$ cat src/rtl/hazard_controller.sv
// hazard_controller
// Pipeline hazard sequencer for the 5-stage MIPS datapath. It generates the
// ID-stage control-bubble select, the PC and IF/ID write enables, the IF/ID
// flush and a global pipeline hold for the later stages.
//
// Behaviour in brief:
//   - Detects a load-use hazard against the load currently in EX and inserts
//     LOAD_STALL_CYCLES bubbles.
//   - Flushes IF/ID on a taken branch, j/jal or jr.
//   - Freezes the whole pipeline while data memory reports busy. The stall
//     context is kept, so a freeze neither adds to nor uses up the bubble count.
//
// Parameters:
//   LOAD_STALL_CYCLES  bubbles per load-use hazard (1..3)
//   CNT_W              statistics counter width (only with HAZARD_STATS_EN)
//
// Ports:
//   Clk, Rst                       clock, asynchronous active-low reset
//   IFID_Rs, IFID_Rt, IFID_UsesRt  source registers of the ID instruction
//   IDEX_MemRead, IDEX_WriteReg    load flag and destination of the EX instruction
//   BranchTaken, Jump, Jr          control transfer resolved in ID
//   MemBusy                        data memory freeze request
//   PCWrite, IFIDWrite             PC / IF/ID load enables
//   IFIDFlush                      clear IF/ID to a nop on the next edge
//   controlMuxSignal               1 = pass decoded control, 0 = bubble
//   PipeHold                       hold ID/EX, EX/MEM and MEM/WB
//   StallCount, FlushCount         saturating statistics (HAZARD_STATS_EN only)
//
// Configuration macro: HAZARD_STATS_EN adds the statistics counters.
module hazard_controller #(
  parameter int LOAD_STALL_CYCLES = 1,
  parameter int CNT_W             = 16
) (
  input  logic       Clk,
  input  logic       Rst,
  input  logic [4:0] IFID_Rs,
  input  logic [4:0] IFID_Rt,
  input  logic       IFID_UsesRt,
  input  logic [1:0] IDEX_MemRead,
  input  logic [4:0] IDEX_WriteReg,
  input  logic       BranchTaken,
  input  logic       Jump,
  input  logic       Jr,
  input  logic       MemBusy,
  output logic       PCWrite,
  output logic       IFIDWrite,
  output logic       IFIDFlush,
  output logic       controlMuxSignal,
  output logic       PipeHold
`ifdef HAZARD_STATS_EN
  ,
  output logic [CNT_W-1:0] StallCount,
  output logic [CNT_W-1:0] FlushCount
`endif
);

  typedef enum logic [1:0] {
    RUN        = 2'd0,
    LOAD_STALL = 2'd1,
    MEM_WAIT   = 2'd2
  } stateT;

  // Reject parameter values the 2-bit remain counter cannot represent.
  if (LOAD_STALL_CYCLES < 1 || LOAD_STALL_CYCLES > 3 || CNT_W < 1) begin : gBadParams
    $error("hazard_controller: illegal LOAD_STALL_CYCLES or CNT_W");
  end

  stateT      state_r, nextState_s, effState_s;
  logic [1:0] remain_r, nextRemain_s;
  logic       hazard_s;
  logic       transfer_s;

  // Load-use detection; $0 is hard-wired to zero and never hazards.
  always_comb begin
    hazard_s = (IDEX_MemRead != 2'b00) && (IDEX_WriteReg != 5'd0) &&
               ((IDEX_WriteReg == IFID_Rs) ||
                (IFID_UsesRt && (IDEX_WriteReg == IFID_Rt)));
    transfer_s = BranchTaken | Jump | Jr;
  end

  // Once memory releases, MEM_WAIT behaves as the context it interrupted.
  // A non-zero remain means a load stall was in progress.
  always_comb begin
    effState_s = state_r;
    if (state_r == MEM_WAIT) begin
      effState_s = (remain_r != 2'd0) ? LOAD_STALL : RUN;
    end else begin
      effState_s = state_r;
    end
  end

  // State and bubble-counter register.
  always_ff @(posedge Clk or negedge Rst) begin
    if (!Rst) begin
      state_r  <= RUN;
      remain_r <= 2'd0;
    end else begin
      state_r  <= nextState_s;
      remain_r <= nextRemain_s;
    end
  end

  // Next-state logic. A memory freeze parks the FSM and keeps remain intact.
  always_comb begin
    nextState_s  = state_r;
    nextRemain_s = remain_r;
    if (MemBusy) begin
      nextState_s  = MEM_WAIT;
      nextRemain_s = remain_r;
    end else begin
      case (effState_s)
        LOAD_STALL: begin
          if (remain_r <= 2'd1) begin
            nextState_s  = RUN;
            nextRemain_s = 2'd0;
          end else begin
            nextState_s  = LOAD_STALL;
            nextRemain_s = remain_r - 2'd1;
          end
        end
        RUN: begin
          // The first bubble is issued in RUN, so LOAD_STALL covers the rest.
          if (hazard_s && (LOAD_STALL_CYCLES > 1)) begin
            nextState_s  = LOAD_STALL;
            nextRemain_s = 2'(LOAD_STALL_CYCLES - 1);
          end else begin
            nextState_s  = RUN;
            nextRemain_s = 2'd0;
          end
        end
        default: begin
          nextState_s  = RUN;
          nextRemain_s = 2'd0;
        end
      endcase
    end
  end

  // Output decode. The priority is reset, memory freeze, stall, control
  // transfer, then normal flow. A transfer hidden behind a stall is flushed
  // later, once the stalled instruction proceeds.
  always_comb begin
    PCWrite          = 1'b0;
    IFIDWrite        = 1'b0;
    IFIDFlush        = 1'b0;
    controlMuxSignal = 1'b0;
    PipeHold         = 1'b0;
    if (!Rst) begin
      PCWrite          = 1'b0;
      controlMuxSignal = 1'b0;
    end else if (MemBusy) begin
      PipeHold         = 1'b1;
      controlMuxSignal = 1'b1;
    end else if ((effState_s == LOAD_STALL) || hazard_s) begin
      controlMuxSignal = 1'b0;
    end else if (transfer_s) begin
      PCWrite          = 1'b1;
      IFIDWrite        = 1'b1;
      IFIDFlush        = 1'b1;
      controlMuxSignal = 1'b1;
    end else begin
      PCWrite          = 1'b1;
      IFIDWrite        = 1'b1;
      controlMuxSignal = 1'b1;
    end
  end

`ifdef HAZARD_STATS_EN
  localparam logic [CNT_W-1:0] CNT_MAX = {CNT_W{1'b1}};
  localparam logic [CNT_W-1:0] CNT_ONE = {{(CNT_W-1){1'b0}}, 1'b1};

  // Saturating bubble and flush counters. Edges taken while Rst is low are
  // covered by the asynchronous clear.
  always_ff @(posedge Clk or negedge Rst) begin
    if (!Rst) begin
      StallCount <= {CNT_W{1'b0}};
      FlushCount <= {CNT_W{1'b0}};
    end else begin
      if (!controlMuxSignal && (StallCount != CNT_MAX)) begin
        StallCount <= StallCount + CNT_ONE;
      end else begin
        StallCount <= StallCount;
      end
      if (IFIDFlush && (FlushCount != CNT_MAX)) begin
        FlushCount <= FlushCount + CNT_ONE;
      end else begin
        FlushCount <= FlushCount;
      end
    end
  end
`endif

endmodule

$ cat config.mk
export PLATFORM = sky130hd
export DESIGN_NAME = hazard_controller
export DESIGN_NICKNAME = d
export VERILOG_FILES = /design/src/rtl/hazard_controller.sv
export SDC_FILE = /design/constraint.sdc
export NUM_CORES = 1
export LEC_CHECK = 0
export ABC_AREA = 1
export CAP_MARGIN = 40
export CORE_UTILIZATION = 30
export DETAILED_ROUTE_END_ITERATION = 6
export HOLD_SLACK_MARGIN = 0.05
export MAX_ROUTING_LAYER = met4
export PLACE_DENSITY = 0.78
export SLEW_MARGIN = 20
export SYNTH_ARGS = -nofsm -noshare
export SYNTH_HDL_FRONTEND = slang
export SYNTH_SLANG_ARGS = --single-unit
$ cat constraint.sdc
create_clock -name Clk -period 1.22 [get_ports Clk]
set_input_delay 0.244 -clock Clk [delete_from_list [all_inputs] [get_ports Clk]]
set_output_delay 0.244 -clock Clk [all_outputs]
set_load 0.02 [all_outputs]
## Word-level counts from Yosys, hierarchy flattened

Cells that the tools add are included.

- Input port bits: 24
- Flip-flop bits (word level): 4
- Word-level logic and storage cells: 36
- Output and inout port bits: 5

- Order comparisons: 1
- Multiplexer cells: 18
- Reductions and logical operators: 8
- Equality and inequality tests: 4
- $add $sub $neg: 1
- Bitwise logic cells: 2

Operator list:

| kind | number |
|---|---|
| two-way mux 1 bit | 13 |
| == test 5 bit | 2 |
| two-way mux 2 bit | 5 |
| nonzero test 5 bit | 1 |
| nonzero test 2 bit | 2 |
| logical AND 1 bit | 3 |
| == test 2 x 1 -> 1 bit, second input constant | 1 |
| == test 2 bit, second input constant | 1 |
| less-or-equal comparator 2 x 1 -> 1 bit, second input constant | 1 |
| logical OR 1 bit | 2 |
| bitwise OR 1 bit | 2 |
| subtractor 2 x 1 -> 2 bit, second input constant | 1 |

## Logic depth before layout (Yosys ltp)

Gate-level depths: netlist of the first run.

- Depth after elaboration: 8
- Depth in mapped cells: 10
- Mapped depth without buffers: 9

## Least setup slack after synthesis of the first run

Ideal clock, no wire load.

- Kind: register -> output
- Start: register remain_r[1]
- End: output port PCWrite
- Path buffers: 1
- Arrival time: 1.077 ns
- Cell stages (with the launch flop): 7
- Required time: 0.976 ns
- Path slack: -0.101 ns
- Cell sequence: dfrtp_1 o211ai_1 o21ai_2 inv_2 nand3_2 inv_2 buf_4

- Cells in the longest elaborated chain, start to end: 8

RTL lines:

| element | RTL line | RTL |
|---|---|---|
| start, declared | 69 | `logic [1:0] remain_r, nextRemain_s;` |
| start signal, assigned | 99 | `remain_r <= nextRemain_s;` |
| nonzero test 2 bit | 86 | `effState_s = (remain_r != 2'd0) ? LOAD_STALL : RUN;` |
| two-way mux 1 bit | 86 |  |
| two-way mux 2 bit | 85 | `if (state_r == MEM_WAIT) begin` |
| == test 2 x 1 -> 1 bit | 154 | `end else if ((effState_s == LOAD_STALL) \|\| hazard_s) begin` |
| logical OR 1 bit | 154 |  |
| two-way mux 1 bit (3 in a row) | - |  |
| end, declared | 45 | `output logic PCWrite,` |

Every way passes these cells.

## Final worst setup path of the first run

- Start: register remain_r[1]
- End: output port IFIDFlush

- Cells in the longest elaborated chain, start to end: 8

RTL lines:

| element | RTL line | RTL |
|---|---|---|
| nonzero test 2 bit | 86 |  |
| two-way mux 1 bit | 86 |  |
| two-way mux 2 bit | 85 |  |
| == test 2 x 1 -> 1 bit | 154 |  |
| logical OR 1 bit | 154 |  |
| two-way mux 1 bit | 154 |  |
| two-way mux 1 bit | 151 | `end else if (MemBusy) begin` |
| two-way mux 1 bit | 148 | `if (!Rst) begin` |
| end, declared | 47 | `output logic IFIDFlush,` |

Every way passes these cells.

==> summary.log, run 1 <==
[clock_tree] Clock H-tree levels 1
[die] # IOs 29
[clock_tree] number of clock buffers inserted by TritonCTS 3
[logic_synthesis] total nets after synthesis 105
[logic_synthesis] Compound-Gate Fraction of Synth Area 0.0751
[global_routing] global-route usage over all layers 0.179
[global_routing] first-pass GRT wire length 1.87 mm
[placement] Cell Count Post-Placement 128
[layout] area occupied by multi-input gates 263 um2
[clock_tree] clock buffer depth 2
[power_and_ir_drop] total chip power 0.498 mW
[logic_synthesis] main combinational cell family by area after synthesis simple AND/OR/NAND/NOR gates
[power_and_ir_drop] Max rail drop VDD 0.372 mV
[run_status] status finished, violations left
[clock_tree] Num Clock Sinks 4
[layout] antenna diode count 0
[sta] number of slew-limit violations in the final report 0
[drt] DR WL/cell 9.40 um
[logic_synthesis] synthesized-area fraction occupied by xor and xnor cells 0.0202
[logic_synthesis] fraction of the yosys area taken by sequential cells 0.231
[global_routing] number of antenna violations at the first check in global routing 0
[power_and_ir_drop] internal power of the cells 0.351 mW
[layout] total number of nets in the final design 146
[power_and_ir_drop] net switching fraction of the power 0.296
[die] Die Outline Area 1600 um2
[power_and_ir_drop] static leakage 0.485 nW
[die] num rows 13
[logic_synthesis] Unique masters post-synth 18
[sta] transition time at the pin with the least slew margin 0.342 ns
[placement] detailed-placement wirelength estimate 985 um
[worst_setup_path] startpoint type of the worst setup path register
[sta] final setup skew 0.00119 ns
[worst_setup_path] capture point of the worst reg-to-reg path state_r[0]
[drt] Final Routed Wirelength 1.27 mm
[layout] final std cells w/o fill 135
[placement] routability congestion estimate 0.741
[logic_synthesis] portion of netlist area occupied by mux cells 0
[clock_tree] clock tree root buffer cell clkbuf_4
[logic_synthesis] Synth Area in Simple Gates 0.465
[logic_synthesis] post-synthesis cell count 81
[logic_synthesis] Yosys reg bits 4
[die] core region area 1320 um2
[logic_synthesis] Warnings, synthesis 0
[logic_synthesis] portion of synthesized cell area occupied by the leading cell type 0.277
[drt] remaining antenna violation count after routing 0
[logic_synthesis] adder and majority cell fraction of the synthesized area 0
[clock_tree] clock tree from TritonCTS yes
[worst_setup_path] depth of the worst register-to-register path 6
[power_and_ir_drop] relative contribution of sequential cells to total power 0.274
[clock_tree] CTS clk-pin slew, worst paths 0.04 ns
[sta] TNS Setup -1.17 ns
[run_status] failing checks setup timing
[drt] count of routing violations after the opening detailed-route iteration 20
[sta] Tmin final 1.54 ns
[run] max-capacitance violation count 0
[drt] remaining routing DRC violations 0
[die] vertical die dimension 40.0 um
[sta] upper clock frequency limit 0.651 GHz
[global_routing] vias in the first global route 486
[power_and_ir_drop] clock share of power 0.326
[layout] storage element area 100 um2
[sta] setup repair after global routing missed its margin yes
[drt] First-pass DRT Iterations 4
[global_routing] aggregate global routing overflow 0
[global_routing] maximum number of pins on one net before global-route repair 5
[worst_setup_path] peak fanout along the critical path 3
[sta] final worst path period share 1.26
[sta] final hold viol count 0
[worst_setup_path] Crit Path Category reg -> out
[drt] vias after detailed routing 595
[logic_synthesis] cell types with the largest area share after synthesis nand2_1 28%, dfrtp_1 23%, inv_1 13%
[logic_synthesis] most area-hungry cell type in the Yosys netlist nand2_1
[layout] Layout area overhead 90.5%
[sta] setup violators final 4
[power_and_ir_drop] power spent charging and discharging nets 0.147 mW
[clock_tree] Clock Latency Late Sink 0.23 ns
[layout] final design instance area without fill 825 um2
[placement] number of input and output port buffers inserted 28
[layout] fraction of final layout cells with drive strength greater than 1 0.258
[hold_path] path class of the lowest-slack min-delay path in -> async
[die] Starting Density 0.329
[sta] worst-case setup margin in the final layout -0.316 ns
[power_and_ir_drop] share of power burned in combinational logic 0.400
[worst_setup_path] endpoint class of the critical path output port
[worst_setup_path] R2R setup slack 0.13 ns
[sta] worst slack on hold paths 0.163 ns
[layout] Fill cells 125
[logic_synthesis] Cell Area, Synth 433 um2
[worst_setup_path] launch instance of the worst register-to-register path state_r[0]
[sta] worst relative slew slack 0.770
[drt] vias per inst 4.41
[worst_setup_path] data required time of the worst path 0.98 ns
[placement] Post-DP Area 772 um2
[worst_setup_path] data arrival time at the worst-slack endpoint 1.29 ns
[die] die extent in x 40.0 um
[power_and_ir_drop] power density of the placed cells 604 nW/um2
[logic_synthesis] average cell area after synthesis 5.34 um2
-- worst max-delay path, cell delays in order, from the launching register on --
cell and delay (ns):
dfrtp_1 0.38, o211ai_1 0.19, o21ai_2 0.09, inv_2 0.10, nand3_4 0.10, nor2_4 0.09, buf_6 0.12
-- power groups by stage --
stage               Sequential [mW]  Combinational [mW]  Clock (mW)
finish                        0.137               0.199       0.162
global route                  0.136               0.219       0.180
CTS                           0.137               0.196       0.165
detailed placement            0.138               0.203           0
global placement              0.138               0.200           0
floorplan                     0.138              0.0838           0
-- placed cells by master (no fill, tap or decap) --
cell / synthesis / final
clkbuf_4: 0 / 3
nand3_1: 4 / 3
nor3_1: 2 / 2
nand2_1: 32 / 31
inv_1: 15 / 15
o21ai_2: 1 / 1
buf_4: 1 / 8
o211ai_1: 1 / 1
nand4_1: 1 / 1
buf_6: 0 / 6
clkdlybuf4s15_1: 0 / 3
xnor2_1: 1 / 1
clkbuf_2: 0 / 1
o21ai_0: 1 / 1
nor2_4: 0 / 1
clkdlybuf4s50_1: 0 / 5
nand3_4: 0 / 1
nand3_2: 1 / 1
nand2_2: 1 / 2
nor2_1: 6 / 6
inv_4: 0 / 1
inv_2: 7 / 6
a21oi_1: 1 / 1
o22ai_1: 1 / 1
dlygate4sd2_1: 0 / 14
dfrtp_1: 4 / 4
-- Yosys cell counts (all sizes together) --
cell type  count
nand2         33
inv           22
nor2           7
nand3          5
dfrtp          4
nor3           2
o21ai          2
a21oi          1
buf            1
nand4          1
o211ai         1
o22ai          1
xnor2          1
-- routing by layer --
metal	vias to the layer above	track usage	share of wire
li1	318	-	-
met1	257	0.204	0.43
met2	20	0.315	0.53
met3	0	0.0167	0.037
met4	0	0.0776	0
met5	-	-	0
-- metrics by stage --
step	worst slack, ns	util
floorplan	-0.0453	-
global placement	-0.959	0.586
detailed placement	-0.955	0.586
CTS	-0.366	0.621
global route	-0.379	0.626
finish	-0.316	0.626
-- cell type report --
type                       instances  share of cell area
sequential                         4               0.121
multi-input combinational         54               0.319
tap                               15              0.0228
clock buffer                       3              0.0273
timing repair buffer              37               0.407
inverter                          22               0.103
-- timing repair --
action                                  in CTS  in global routing
hold buffers                                 0                  0
pin swaps                                   12                  3
gates resized for setup                     51                  6
setup buffers                                4                  0
gates cloned                                 0                  0
endpoints found under the setup margin       5                  4
-- worst max path at each step --
stage                                start               end
after global routing           remain_r[1]         IFIDFlush
after global placement    IDEX_WriteReg[3]  controlMuxSignal
final                          remain_r[1]         IFIDFlush
after CTS                      remain_r[1]         IFIDFlush
after detailed placement  IDEX_WriteReg[4]  controlMuxSignal
after floorplan                remain_r[0]           PCWrite
-- registers in the layout (all words and copies together), names as in the netlist --
signal and flops:
remain_r 2, state_r 2
-- logic make-up after synthesis --
kind of cell           after synthesis
AND/OR/NAND/NOR                     48
buffers and inverters               23
AO/OA/AOI/OAI                        5
flip-flops                           4
XOR/XNOR                             1
No activity file was read; power rests on OpenSTA's default activity.
==> inputs of run 2 (changes only) <==
--- a/config.mk
+++ b/config.mk
@@ -12,7 +12,7 @@
 export HOLD_SLACK_MARGIN = 0.05
 export MAX_ROUTING_LAYER = met4
 export PLACE_DENSITY = 0.78
-export SLEW_MARGIN = 20
+export SLEW_MARGIN = 0
 export SYNTH_ARGS = -nofsm -noshare
 export SYNTH_HDL_FRONTEND = slang
 export SYNTH_SLANG_ARGS = --single-unit
==> results of run 2 <==
Final layout, timing and power as in run 1 (identical DEF).
